File: src/rtl/lsu_bus_master_if.sv
// Core request/response and memory-map bus signals of the load/store unit.
// The master modport is the LSU side; slave is the core plus memory side.
interface lsu_bus_master_if;
    logic        req_valid;
    logic        req_ready;
    logic        req_store;
    logic [2:0]  req_funct3;
    logic [31:0] req_base;
    logic [31:0] req_offset;
    logic [31:0] req_wdata;
    logic        resp_valid;
    logic        resp_ready;
    logic [31:0] resp_rdata;
    logic        resp_fault;
    logic [31:0] bus_addr;
    logic [2:0]  bus_write_enable;
    logic [31:0] bus_data_in;
    logic [31:0] bus_data_out;

    modport master (
        input  req_valid, req_store, req_funct3, req_base, req_offset, req_wdata,
        output req_ready,
        output resp_valid, resp_rdata, resp_fault,
        input  resp_ready,
        output bus_addr, bus_write_enable, bus_data_in,
        input  bus_data_out
    );

    modport slave (
        output req_valid, req_store, req_funct3, req_base, req_offset, req_wdata,
        input  req_ready,
        input  resp_valid, resp_rdata, resp_fault,
        output resp_ready,
        input  bus_addr, bus_write_enable, bus_data_in,
        output bus_data_out
    );
endinterface

File: src/rtl/lsu_bus_master.sv
// RV32I load/store unit: one request at a time, address generation, alignment
// checks, single-cycle stores and fixed-latency loads with sign/zero extension.
module lsu_bus_master #(
    parameter int READ_LATENCY = 1
) (
    input  logic              clk,
    input  logic              reset,
    lsu_bus_master_if.master  bus
);
    typedef enum logic [1:0] {IDLE, ACCESS, RESP} state_t;

    typedef struct packed {
        logic        store;
        logic [2:0]  funct3;
        logic [31:0] addr;
        logic [31:0] wdata;
    } req_t;

    state_t      state, state_nxt;
    req_t        req_q;
    logic [3:0]  cnt_q;
    logic [31:0] rdata_q;
    logic        fault_q;

    logic [31:0] addr_c;
    logic        illegal_c, misalign_c, fault_c;
    logic        accept, last_beat;
    logic [31:0] load_ext;

    assign addr_c = bus.req_base + bus.req_offset;
    assign accept = bus.req_valid && (state == IDLE);

    always_comb begin
        illegal_c  = 1'b0;
        misalign_c = 1'b0;
        if (bus.req_store)
            illegal_c = !(bus.req_funct3 inside {3'd0, 3'd1, 3'd2});
        else
            illegal_c = bus.req_funct3 inside {3'd3, 3'd6, 3'd7};
        // funct3[1:0] encodes the access size for every legal code
        unique case (bus.req_funct3[1:0])
            2'd1:    misalign_c = addr_c[0];
            2'd2:    misalign_c = (addr_c[1:0] != 2'd0);
            default: misalign_c = 1'b0;
        endcase
        fault_c = illegal_c || misalign_c;
    end

    // Stores finish after one ACCESS cycle; loads wait out the read latency
    assign last_beat = (state == ACCESS) &&
                       (req_q.store || (cnt_q == 4'(READ_LATENCY - 1)));

    always_comb begin
        unique case (req_q.funct3)
            3'd0:    load_ext = {{24{bus.bus_data_out[7]}}, bus.bus_data_out[7:0]};
            3'd4:    load_ext = {24'd0, bus.bus_data_out[7:0]};
            3'd1:    load_ext = {{16{bus.bus_data_out[15]}}, bus.bus_data_out[15:0]};
            3'd5:    load_ext = {16'd0, bus.bus_data_out[15:0]};
            default: load_ext = bus.bus_data_out;
        endcase
    end

    always_comb begin
        state_nxt = state;
        unique case (state)
            IDLE:    if (bus.req_valid) state_nxt = fault_c ? RESP : ACCESS;
            ACCESS:  if (last_beat) state_nxt = RESP;
            RESP:    if (bus.resp_ready) state_nxt = IDLE;
            default: state_nxt = IDLE;
        endcase
    end

    always_ff @(posedge clk or posedge reset) begin
        if (reset) begin
            state   <= IDLE;
            req_q   <= '0;
            cnt_q   <= '0;
            rdata_q <= '0;
            fault_q <= 1'b0;
        end else begin
            state <= state_nxt;
            if (accept) begin
                req_q   <= '{store: bus.req_store, funct3: bus.req_funct3,
                             addr: addr_c, wdata: bus.req_wdata};
                cnt_q   <= '0;
                rdata_q <= '0;
                fault_q <= fault_c;
            end else if (state == ACCESS) begin
                cnt_q <= cnt_q + 4'd1;
                if (last_beat && !req_q.store)
                    rdata_q <= load_ext;
            end
        end
    end

    // Bus outputs decode straight from state so reset silences them at once
    always_comb begin
        bus.req_ready        = (state == IDLE);
        bus.resp_valid       = (state == RESP);
        bus.resp_rdata       = rdata_q;
        bus.resp_fault       = fault_q;
        bus.bus_addr         = '0;
        bus.bus_write_enable = '0;
        bus.bus_data_in      = '0;
        if (state == ACCESS) begin
            bus.bus_addr    = req_q.addr;
            bus.bus_data_in = req_q.wdata;
            if (req_q.store) begin
                unique case (req_q.funct3[1:0])
                    2'd2:    bus.bus_write_enable = 3'b001;
                    2'd1:    bus.bus_write_enable = 3'b010;
                    default: bus.bus_write_enable = 3'b100;
                endcase
            end
        end
    end
endmodule

File: src/flat_wrapper.sv
// flat-port wrapper written by rule: the top's interface ports become plain ports
module lsu_bus_master_flat 
#(
    parameter int READ_LATENCY = 1
)
  (clk, reset, bus_req_valid, bus_req_store, bus_req_funct3, bus_req_base, bus_req_offset, bus_req_wdata, bus_req_ready, bus_resp_valid, bus_resp_rdata, bus_resp_fault, bus_resp_ready, bus_bus_addr, bus_bus_write_enable, bus_bus_data_in, bus_bus_data_out);
  lsu_bus_master_if bus_i ();
  input  logic clk;
  input  logic reset;
  input wire logic [$bits(bus_i.req_valid)-1:0] bus_req_valid;
  input wire logic [$bits(bus_i.req_store)-1:0] bus_req_store;
  input wire logic [$bits(bus_i.req_funct3)-1:0] bus_req_funct3;
  input wire logic [$bits(bus_i.req_base)-1:0] bus_req_base;
  input wire logic [$bits(bus_i.req_offset)-1:0] bus_req_offset;
  input wire logic [$bits(bus_i.req_wdata)-1:0] bus_req_wdata;
  output wire logic [$bits(bus_i.req_ready)-1:0] bus_req_ready;
  output wire logic [$bits(bus_i.resp_valid)-1:0] bus_resp_valid;
  output wire logic [$bits(bus_i.resp_rdata)-1:0] bus_resp_rdata;
  output wire logic [$bits(bus_i.resp_fault)-1:0] bus_resp_fault;
  input wire logic [$bits(bus_i.resp_ready)-1:0] bus_resp_ready;
  output wire logic [$bits(bus_i.bus_addr)-1:0] bus_bus_addr;
  output wire logic [$bits(bus_i.bus_write_enable)-1:0] bus_bus_write_enable;
  output wire logic [$bits(bus_i.bus_data_in)-1:0] bus_bus_data_in;
  input wire logic [$bits(bus_i.bus_data_out)-1:0] bus_bus_data_out;
  assign bus_i.req_valid = bus_req_valid;
  assign bus_i.req_store = bus_req_store;
  assign bus_i.req_funct3 = bus_req_funct3;
  assign bus_i.req_base = bus_req_base;
  assign bus_i.req_offset = bus_req_offset;
  assign bus_i.req_wdata = bus_req_wdata;
  assign bus_req_ready = bus_i.req_ready;
  assign bus_resp_valid = bus_i.resp_valid;
  assign bus_resp_rdata = bus_i.resp_rdata;
  assign bus_resp_fault = bus_i.resp_fault;
  assign bus_i.resp_ready = bus_resp_ready;
  assign bus_bus_addr = bus_i.bus_addr;
  assign bus_bus_write_enable = bus_i.bus_write_enable;
  assign bus_bus_data_in = bus_i.bus_data_in;
  assign bus_i.bus_data_out = bus_bus_data_out;
  lsu_bus_master #(.READ_LATENCY(READ_LATENCY)) u_core (.clk(clk), .reset(reset), .bus(bus_i));
endmodule
File: config.mk
export PLATFORM = sky130hd
export DESIGN_NAME = lsu_bus_master_flat
export DESIGN_NICKNAME = d
export VERILOG_FILES = /design/src/rtl/lsu_bus_master_if.sv /design/src/rtl/lsu_bus_master.sv /design/src/flat_wrapper.sv
export SDC_FILE = /design/constraint.sdc
export NUM_CORES = 1
export LEC_CHECK = 0
export CORE_MARGIN = 2
export CORE_UTILIZATION = 49
export CTS_CLUSTER_DIAMETER = 120
export CTS_CLUSTER_SIZE = 16
export DETAILED_ROUTE_END_ITERATION = 16
export GPL_ROUTABILITY_DRIVEN = 1
export GPL_TIMING_DRIVEN = 0
export MAX_ROUTING_LAYER = met4
export PLACE_DENSITY = 0.88
export SYNTH_ARGS = -nofsm -noshare
export SYNTH_HDL_FRONTEND = slang
export SYNTH_SLANG_ARGS = --single-unit
File: constraint.sdc
create_clock -name clk -period 9.21 [get_ports clk]
set_clock_uncertainty 0.1 [all_clocks]
set_input_delay 1.3815 -clock clk [delete_from_list [all_inputs] [get_ports clk]]
set_output_delay 1.3815 -clock clk [all_outputs]
set_load 0.05 [all_outputs]
======== Word-level counts from Yosys, hierarchy flattened ========
Cells that the tools add are included.
operators by class
  equality and inequality tests ........... 17
  reductions and logical operators ........ 18
  add/sub/neg operators ................... 2
  multiplexer cells ....................... 18
operators by type and width
  kind                                                  number
  two-way mux 32 bit                                    5
  case mux 32 bit (4 select lines)                      1
  adder 32 bit                                          1
  equality test 3 bit (second input constant)           4
  two-way mux 2 bit                                     4
  two-way mux 4 bit                                     2
  equality test 2 x 1 -> 1 bit (second input constant)  3
  equality test 2 bit (second input constant)           3
  equality test 3 x 1 -> 1 bit (second input constant)  2
  equality test 3 x 2 -> 1 bit (second input constant)  2
  logical NOT 3 bit                                     2
  two-way mux 3 bit                                     2
  case mux 2 bit (3 select lines)                       1
  case mux 3 bit (2 select lines)                       1
  nonzero test 2 bit                                    3
  nonzero test 3 bit                                    2
  adder 4 x 1 -> 4 bit (second input constant)          1
  logical NOT 4 bit                                     1
  != test 2 x 1 -> 1 bit (second input constant)        2
  logical AND 1 bit                                     3
  AND reduction 3 bit                                   1
  logical NOT 1 bit                                     2
  logical NOT 2 bit                                     1
  logical OR 1 bit                                      2
  other kinds (4)                                       4
word-level totals
  bits of input ports ..................... 136
  logic and storage cells ................. 63
  flip-flop bits (word level) ............. 107
  output and inout bits ................... 102

======== Depth between registers and ports, before layout ========
Gate-level depths: netlist of run 1.
  depth after elaboration ................. 8
  mapped depth ............................ 10
  mapped depth without buffers ............ 10

======== Worst setup path after synthesis of run 1 ========
OpenSTA, ideal clock, no wires.
  path type ............................... input -> register
  start ................................... input bus_req_offset[0]
  end ..................................... register u_core.req_q[60] in the netlist's numbering
  data required time ...................... 9006 ps
  library setup time ...................... 104 ps
  stages on the path ...................... 10
  slack ................................... 5377 ps
  arrival time ............................ 3629 ps
  buffers on the path ..................... 0
  cell sequence ........................... ha_1 fa_1 a211o_1 a21oi_2 o31ai_2 o31a_1 a41o_1 a31o_1 a41o_1 o311ai_1
between the ends
  longest elaborated chain between the ends .. 1
ends and longest elaborated chain
  element               RTL line              RTL
  start, declared       flat_wrapper.sv:14    input wire logic [$bits(bus_i.req_offset)-1:0] bus_req_offset;
  adder 32 bit          lsu_bus_master.sv:30  assign addr_c = bus.req_base + bus.req_offset;
  end signal, assigned  lsu_bus_master.sv:83  req_q <= '{store: bus.req_store, funct3: bus.req_funct3,
  end, declared         lsu_bus_master.sv:20  req_t req_q;
No other way between the ends.
A chain may end at the register's enable or synchronous reset.

======== Worst setup path after layout of run 1 ========
  start ................................... register u_core.state[0]
  end ..................................... output bus_bus_addr[25]
between the ends
  longest elaborated chain between the ends .. 2
ends and longest elaborated chain
  element                       RTL line               RTL
  start, declared               lsu_bus_master.sv:19   state_t state, state_nxt;
  start signal, assigned        lsu_bus_master.sv:81   state <= state_nxt;
  equality test 2 x 1 -> 1 bit  lsu_bus_master.sv:105  if (state == ACCESS) begin
  two-way mux 32 bit            lsu_bus_master.sv:105
  end, declared                 flat_wrapper.sv:21     output wire logic [$bits(bus_i.bus_addr)-1:0] bus_bus_addr;
No other way between the ends.

==> results summary, run 1 <==
The congestion estimate from routability-driven global placement came to 0.899. The sequential share of power is 35.0%. The share of flip-flops with an asynchronous set or reset came out at 100%. The total routing resource utilization after global routing came out at 27.9%. The largest vdd supply drop is 94.6 uV. The tool flagged a number of max-cap violations equal to 0. Summing the areas of all fa, ha and maj instances in the mapped netlist gives 8.40% of the synthesized area.

The global-route wire length before repair came out at 30500 um. The final standard cell count with taps included and fillers excluded is 1187. The synthesized netlist devotes 16.0% of its cell area to compound gates.

The number of nets with antenna violations after detailed routing is 0. The largest driver fanout on the critical path is 10. The slowest cell on the critical path is clkdlybuf4s50_1. The synthesized area divided by synthesized cell count is 8.34 um^2.

The root buffer cell chosen for the clock tree is clkbuf_16. The via count of the first global-routing pass is 6215. After synthesis, the largest area contributor takes up 42.2% of total cell area. The synthesized design contains 107 register bits.

By area, the combinational part of the netlist is dominated by simple AND/OR/NAND/NOR gates. The region available for standard cell placement spans 12600 um^2. The number of warning messages in the yosys log came out at 0. During I/O placement, the number of pins put on the boundary was 238. The die extent in x is 118 um.

The final period demand of the worst path came out at 4240 ps. The vertical extent of the die is 118 um. The maximum buffer depth of the clock tree came out at 2.

TritonCTS built the clock tree. The number of placed instances, taps included came out at 1171. The simple-gate portion of the synthesized area came out at 26.1%. STA classifies the critical path endpoint as an output port. The number of hold violations in the final report came to 0.

For this run, the leading register cell type out of synthesis is dfrtp_1. After Yosys synthesis, XOR and XNOR cells account for 4.28% of the synthesized area. The net switching component of the power is 0.969 mW.

The number of antenna violations at the first check in global routing was 0. The total routed wirelength came out at 18700 um. The worst endpoint required time came out at 7730 ps. The slack of the critical path is 4970 ps.

The floorplan has 41 rows. The synthesis-to-layout area growth is 45.4%. The number of buffers created by CTS came out at 9.

Once detailed placement completed, the half-perimeter wirelength came to 14800 um. In this design, the stage delay of the slowest critical-path cell is 820 ps. The clock slew at the register clock pins of the worst setup and hold paths came out at 70 ps. After the first detailed-routing iteration, the DRC count stood at 413.

The unique cell type count in the Yosys netlist came out at 49. The headroom to the max-slew limit came out at 56.8%. The path class of the tightest hold or removal check is reg2reg. The end-of-flow core utilization is 73.1%.

The final layout contains 1188 nets. The clock net in this run drives a total of 107 sinks. For this design, the CTS-stage hold fixing added 0 buffers. The largest total area in the synthesized netlist belongs to dfrtp_1. Setup repair after global routing left no endpoint under its margin. Yosys mapped a number of flops with a built-in enable equal to 0. The area of the die is 13900 um^2. The actual slew at the worst max-slew pin came out at 646 ps.

The number of instances resized during post-cts repair is 0. The final clock period utilization by the worst path is 46.1%. The worst-skew pair later-pin latency came out at 350 ps. In the final layout, the share of cells above drive strength 1 is 2.17%. By area the synthesized netlist is led by dfrtp_1 42%, nand2_1 11%, ha_1 8.1%, and2_1 6.6%, o21ai_0 5.6%.

The relative contribution of combinational cells to total power came out at 48.8%. The critical path is of the reg2out type. The synthesized instance count came out at 761.

The worst setup slack before clock tree synthesis is 4730 ps. The number of nets handed over by synthesis was 939. The proportion of power drawn by the clock network is 16.1%. For this design the static power due to leakage is 4.15 nW. STA classifies the critical path startpoint as a flip-flop. The sequential element share of the synthesized area came out at 42.2%.

The post-layout instance area came out at 9220 um^2. For this design the ratio of total power to cell area is 238 nW/um^2. For this run, the detailed router's first-pass iteration total came to 7.

The count of input and output buffers is 237. The buffers inserted during post-CTS setup optimization is 0. The post-placement cell area is 8960 um^2. Together, buffers and inverters on the worst path number 2. The number of remaining DRC errors is 0. The repair_antennas step left the layout with diodes totalling 0. The combined area of all synthesized cells is 6340 um^2. The flow ran to the end, and the final reports show no timing, DRC or antenna violations. In the final timing run, aggregate negative setup slack is 0 ps. The final number of max-transition violations is 0. The cell internal power dissipation is 1.22 mW. In the final routed layout, each cell accounts on average for 15.8 um.

The minimum setup slack among reg-to-reg paths came out at 6570 ps. Traced cell by cell, the critical path runs through nor2b_1 > clkbuf_1 > and2_1 > clkdlybuf4s50_1. Entering global routing, the biggest net connects 73 pins.

The final-report setup violation count is 0. Power comes to 2.19 mW. On the critical path the largest part of the delay comes from buffers and inverters. The worst hold slack across all endpoints came out at 369 ps. Timing would allow up to 236 MHz. For this run the aggregate overflow at the end of global routing stands at 0.

The detailed-route via count came out at 6379. The proportion of synthesized area in mux cells is 0%. The fraction of power spent switching nets came out at 44.2%. Data arrives at the worst endpoint at 2760 ps. The number of vias per cell is 5.37.

The clock tree synthesis step divided the H-tree into 3 levels. The effective utilization at floorplan came out at 50.3%.
synth_stat cells (3+ instances only):
cell type / count
nand2_1: 194
dfrtp_1: 107
o21ai_0: 71
and2_1: 67
ha_1: 41
a21oi_1: 39
nor2_1: 39
clkbuf_1: 35
nand3_1: 26
xnor2_1: 17
xor2_1: 14
a21o_1: 12
inv_1: 12
a211oi_1: 7
a31oi_1: 7
and3_1: 6
nor3_1: 6
nand4_1: 5
o31ai_1: 5
buf_1: 4
nand2b_1: 4
nor2b_1: 4
a221o_1: 3
a41o_1: 3
o21bai_1: 3
or2_2: 3
layer usage:
metal	GRT usage (%)	wire length, um
met1	34.7	7930
met2	46.5	9220
met3	3.20	941
met4	11.6	641
met5	-	0
final cells by class:
class	count	area, um^2
Buffer	39	146
Clock buffer	12	236
Clock inverter	4	26.3
Fill cell	1007	3400
Inverter	12	47.5
Multi-Input combinational cell	603	3470
Sequential cell	107	2680
Tap cell	172	215
Timing Repair Buffer	238	2400
worst paths after layout:
path / start / end / cells past startpoint
min in group asynchronous: reset / u_core.req_q[20]$_DFFE_PP0P_ / 2
setup reg to reg: u_core.cnt_q[0]$_DFFE_PP0P_ / u_core.bus.resp_rdata[17]$_DFFE_PP0P_ / 7
setup / recovery: u_core.state[0]$_DFFE_PP0P_ / bus_bus_addr[25] / 4
max in group asynchronous: reset / u_core.req_q[47]$_DFFE_PP0P_ / 3
hold / removal: u_core.req_q[11]$_DFFE_PP0P_ / u_core.req_q[11]$_DFFE_PP0P_ / 2
hold reg to reg: u_core.req_q[11]$_DFFE_PP0P_ / u_core.req_q[11]$_DFFE_PP0P_ / 2
state kept, by name, indices dropped and copies added (netlist names):
signal / count
u_core.req_q: 68
u_core.state: 2
u_core.bus.resp_rdata: 32
u_core.bus.resp_fault: 1
u_core.cnt_q: 4
power groups by stage:
stage          clock network (mW)  registers, mW  logic, mW
2_1_floorplan                   0          0.909      0.547
3_3_place_gp                    0          0.762       1.04
3_5_place_dp                    0          0.773       1.07
4_1_cts                     0.358          0.765       1.07
5_1_grt                     0.375          0.788       1.17
6_report                    0.354          0.767       1.07
layout by cell type (no fill, tap or decap), types with 5 or more instances in the layout:
cell             count
clkdlybuf4s50_1    237
nand2_1            194
dfrtp_1            107
o21ai_0             71
and2_1              67
ha_1                41
nor2_1              39
a21oi_1             39
clkbuf_1            38
nand3_1             26
xnor2_1             17
xor2_1              14
a21o_1              12
inv_1               11
clkbuf_16            9
a211oi_1             7
a31oi_1              7
nor3_1               6
and3_1               6
o31ai_1              5
nand4_1              5
worst reg2reg max path, cell delays in order (launching register included):
cell,delay (ps)
dfrtp_1,420
inv_1,80
ha_1,140
nor3b_1,330
nor3b_2,620
nand2_1,320
clkbuf_1,290
o21ai_0,230
cell families after synthesis:
logic type,count (synthesis)
xor gates and xnor gates,31
buffers and inverters,51
AOI/OAI and AO/OA,168
and+or+nand+nor,362
DFF,107
adders and majority gates,42
Note: power is estimated with default switching activity, not from simulation.
==> run 2, diff against run 1 <==
Settings changed: CORE_UTILIZATION 49 to 45, PLACE_DENSITY 0.88 to 0.81.
Clock period 9.21 ns to 4.4 ns, I/O delays scaled along.
==> run 2 against run 1 <==
Utilization fell by 6.1 points. Sequential power rose by 110%. Worst setup slack got worse by 4100 ps. Cell count rose by 0.67%. Total power rose by 110%. Clock-buffer cell count fell by 3. Critical path type unchanged. Largest power group unchanged. Highest routed layer unchanged.
==> results summary, run 2 (synthesized netlist as in run 1, its figures left out) <==
The fraction of met2 tracks used by global routing is 42.6%. The beginning of the worst hold path is u_core.req_q[4]$_DFFE_PP0P_. The class of the tightest hold or removal check is reg2reg.

The iteration count of the initial detailed-routing pass is 5. Summed over all cells, the static leakage comes to 4.16 nW. The filler cells instantiated in the layout total 1165.

The clock slew at the register clock pins of the worst setup and hold paths came out at 70 ps. The total routing resource utilization after global routing came out at 25.2%. The number of nets at the end of the flow came out at 1188.

Summed over all nets, the half-perimeter wirelength after detailed placement is 14200 um. The power density of the placed cells came out at 500 nW/um^2. The max-cap violation count is 0. For flop-to-flop paths, the worst setup slack is 1710 ps. The final clock period utilization by the worst path is 79.5%. The number of clock buffers added by TritonCTS is 9. Leaving out fill and tap cells, the most frequent cell in the layout is clkdlybuf4s50_1. After the first detailed-routing iteration, the DRC count stood at 259. The number of remaining DRC errors came out at 0. The worst endpoint required time came out at 3640 ps.

The number of clock sinks seen by CTS came out at 107. The number of instances resized during post-cts repair came out at 0. The kind of launch point of the worst setup path is a flip-flop. The final number of max-transition violations is 0.

Compared with the post-synthesis result, the final layout area differs by 46.1%. The met1 usage is 31.7%. The final period demand of the worst path is 3500 ps. The flow ran to the end, and the final reports show no timing, DRC or antenna violations.

The number of top-level pins is 238. Traced cell by cell, the critical path runs through nor2b_1 > clkbuf_1 > and2_1 > clkdlybuf4s50_1. The headroom to the max-slew limit came out at 44.9%. The number of levels the H-tree was split into is 3.

The clock tree from TritonCTS is done. The initial utilization of the core area, before any placement, comes to 45.9%. The core region is 13800 um^2. The maximum operating frequency came out at 286 MHz. The proportion of power drawn by the clock network is 17.7%. Once the clock tree was built, the setup fixing pass inserted 0 buffers. The count of input and output buffers came out at 237. The share of final-layout standard cells stronger than drive strength 1 is 2.46%. The via count of the first global-routing pass came out at 5961.

The number of rows in the core area is 43. The start of the worst register-to-register path is u_core.cnt_q[0]$_DFFE_PP0P_. Data arrives at the worst endpoint at 2740 ps. The top cell types in the final layout, fill and taps aside, are 237 x clkdlybuf4s50_1, 194 x nand2_1, 107 x dfrtp_1. The die extent in x came out at 123 um. The tree is rooted in a clkbuf_16. The vertical extent of the die is 123 um. The fraction of power spent switching nets is 43.6%. The largest vdd supply drop is 222 uV.

The global-route layer with the greatest usage is met2. The total routed wirelength is 18100 um. Dividing the detail-routed wire length by the instance count gives 15.2 um.

The critical path class is reg2out. The residual overflow from global routing is 0. The slowest cell on the critical path is clkdlybuf4s50_1. The number of nets with antenna violations after detailed routing came out at 0. The highest cell delay on the worst timing path is 820 ps. The sequential share of power came out at 34.5%. The register with the most flip-flops in the layout has 68 of them. The detailed-route via count came out at 6147. Clock latency on the worst-skew pair, taken at its later pin, is 350 ps. The relative contribution of combinational cells to total power came out at 47.8%.

The number of hold violations in the final report came to 0. In this run the worst path has a maximum fanout of 10. In the routed layout, each cell is associated on average with a via count of 5.14. The end-of-flow core utilization is 67.0%. The area of the die came out at 15100 um^2. The maximum number of pins on one net before global-route repair came out at 67.

Tracing the worst setup path back leads to its startpoint at u_core.state[0]$_DFFE_PP0P_. The number of antenna violations at the first check in global routing came out at 0. Setup repair after global routing left no endpoint under its margin. The antenna cell count is 0.

After clock tree synthesis, the flow added hold-fix buffers numbering 0. u_core.req_q holds more flip-flops than any other register. The internal portion of the total power is 2.62 mW.

The power consumption came out at 4.64 mW. The global-route wire length before repair came out at 29100 um. The kind of end point of the critical path is an output port. The routability congestion estimate came out at 0.907. For the pin with the worst max-slew slack, the measured transition is 826 ps. In this run the deepest clock path goes through 2 buffers. The met3 layer usage reported by global route is 2.88%. The final-report setup violation count is 0. The net switching component of the power is 2.02 mW.
-- run 2: cell count changes in the layout (fill, tap and decap cells not counted), sizes merged --
cell / before / now
clkbuf: 47 / 44
clkinvlp: 1 / 3
bufinv: 0 / 1
-- run 2: worst paths after layout --
check,to,depth (start not counted)
min,u_core.req_q[4]$_DFFE_PP0P_,2
max in group asynchronous,u_core.req_q[51]$_DFFE_PP0P_,3
max reg2reg,u_core.bus.resp_rdata[21]$_DFFE_PP0P_,8
max,bus_bus_addr[30],4
min reg2reg,u_core.req_q[4]$_DFFE_PP0P_,2
min in group asynchronous,u_core.req_q[20]$_DFFE_PP0P_,2
-- run 2: worst max-delay path, delay by kind of cell (launching register included) --
family | cells | cell delay [ps]
simple gates | 2 | 740
buf+inv | 2 | 1250
flops | 1 | 400
-- run 2: cell type report --
cell class,instances,area [um^2],share of cell area [%]
plain buffers,39,146,1.58
clock buffers,9,225,2.43
clock inverters,7,77.6,0.837
inverters,12,47.5,0.513
multi-input cells,603,3470,37.5
flip-flops and latches,107,2680,28.9
well taps,180,225,2.43
repair buffers,238,2390,25.8
-- run 2: power by group through the flow --
| stage | registers [mW] | logic [mW] | clock network (mW) |
|---|---|---|---|
| final | 1.60 | 2.22 | 0.821 |
| after global routing | 1.65 | 2.44 | 0.873 |
| after CTS | 1.60 | 2.23 | 0.837 |
| after detailed placement | 1.62 | 2.22 | 0 |
| after global placement | 1.60 | 2.18 | 0 |
| after floorplan | 1.90 | 1.15 | 0 |
-- run 2: metal layers --
layer / routed length [um] / up-vias
li1: - / 3089
met1: 7740 / 2840
met2: 9070 / 196
met3: 980 / 22
met4: 337 / 0
met5: 0 / -
-- run 2: stage by stage --
step	std cells	hold slack (ps)	cell area, um^2	TNS (ps)	setup slack (ps)
CTS	1195	373	9270	0	809
detailed placement	1179	354	8960	0	609
floorplan	761	337	6340	0	823
global placement	1178	349	8940	-90030	-847
global route	1195	390	9270	0	673
finish	1195	365	9270	0	901
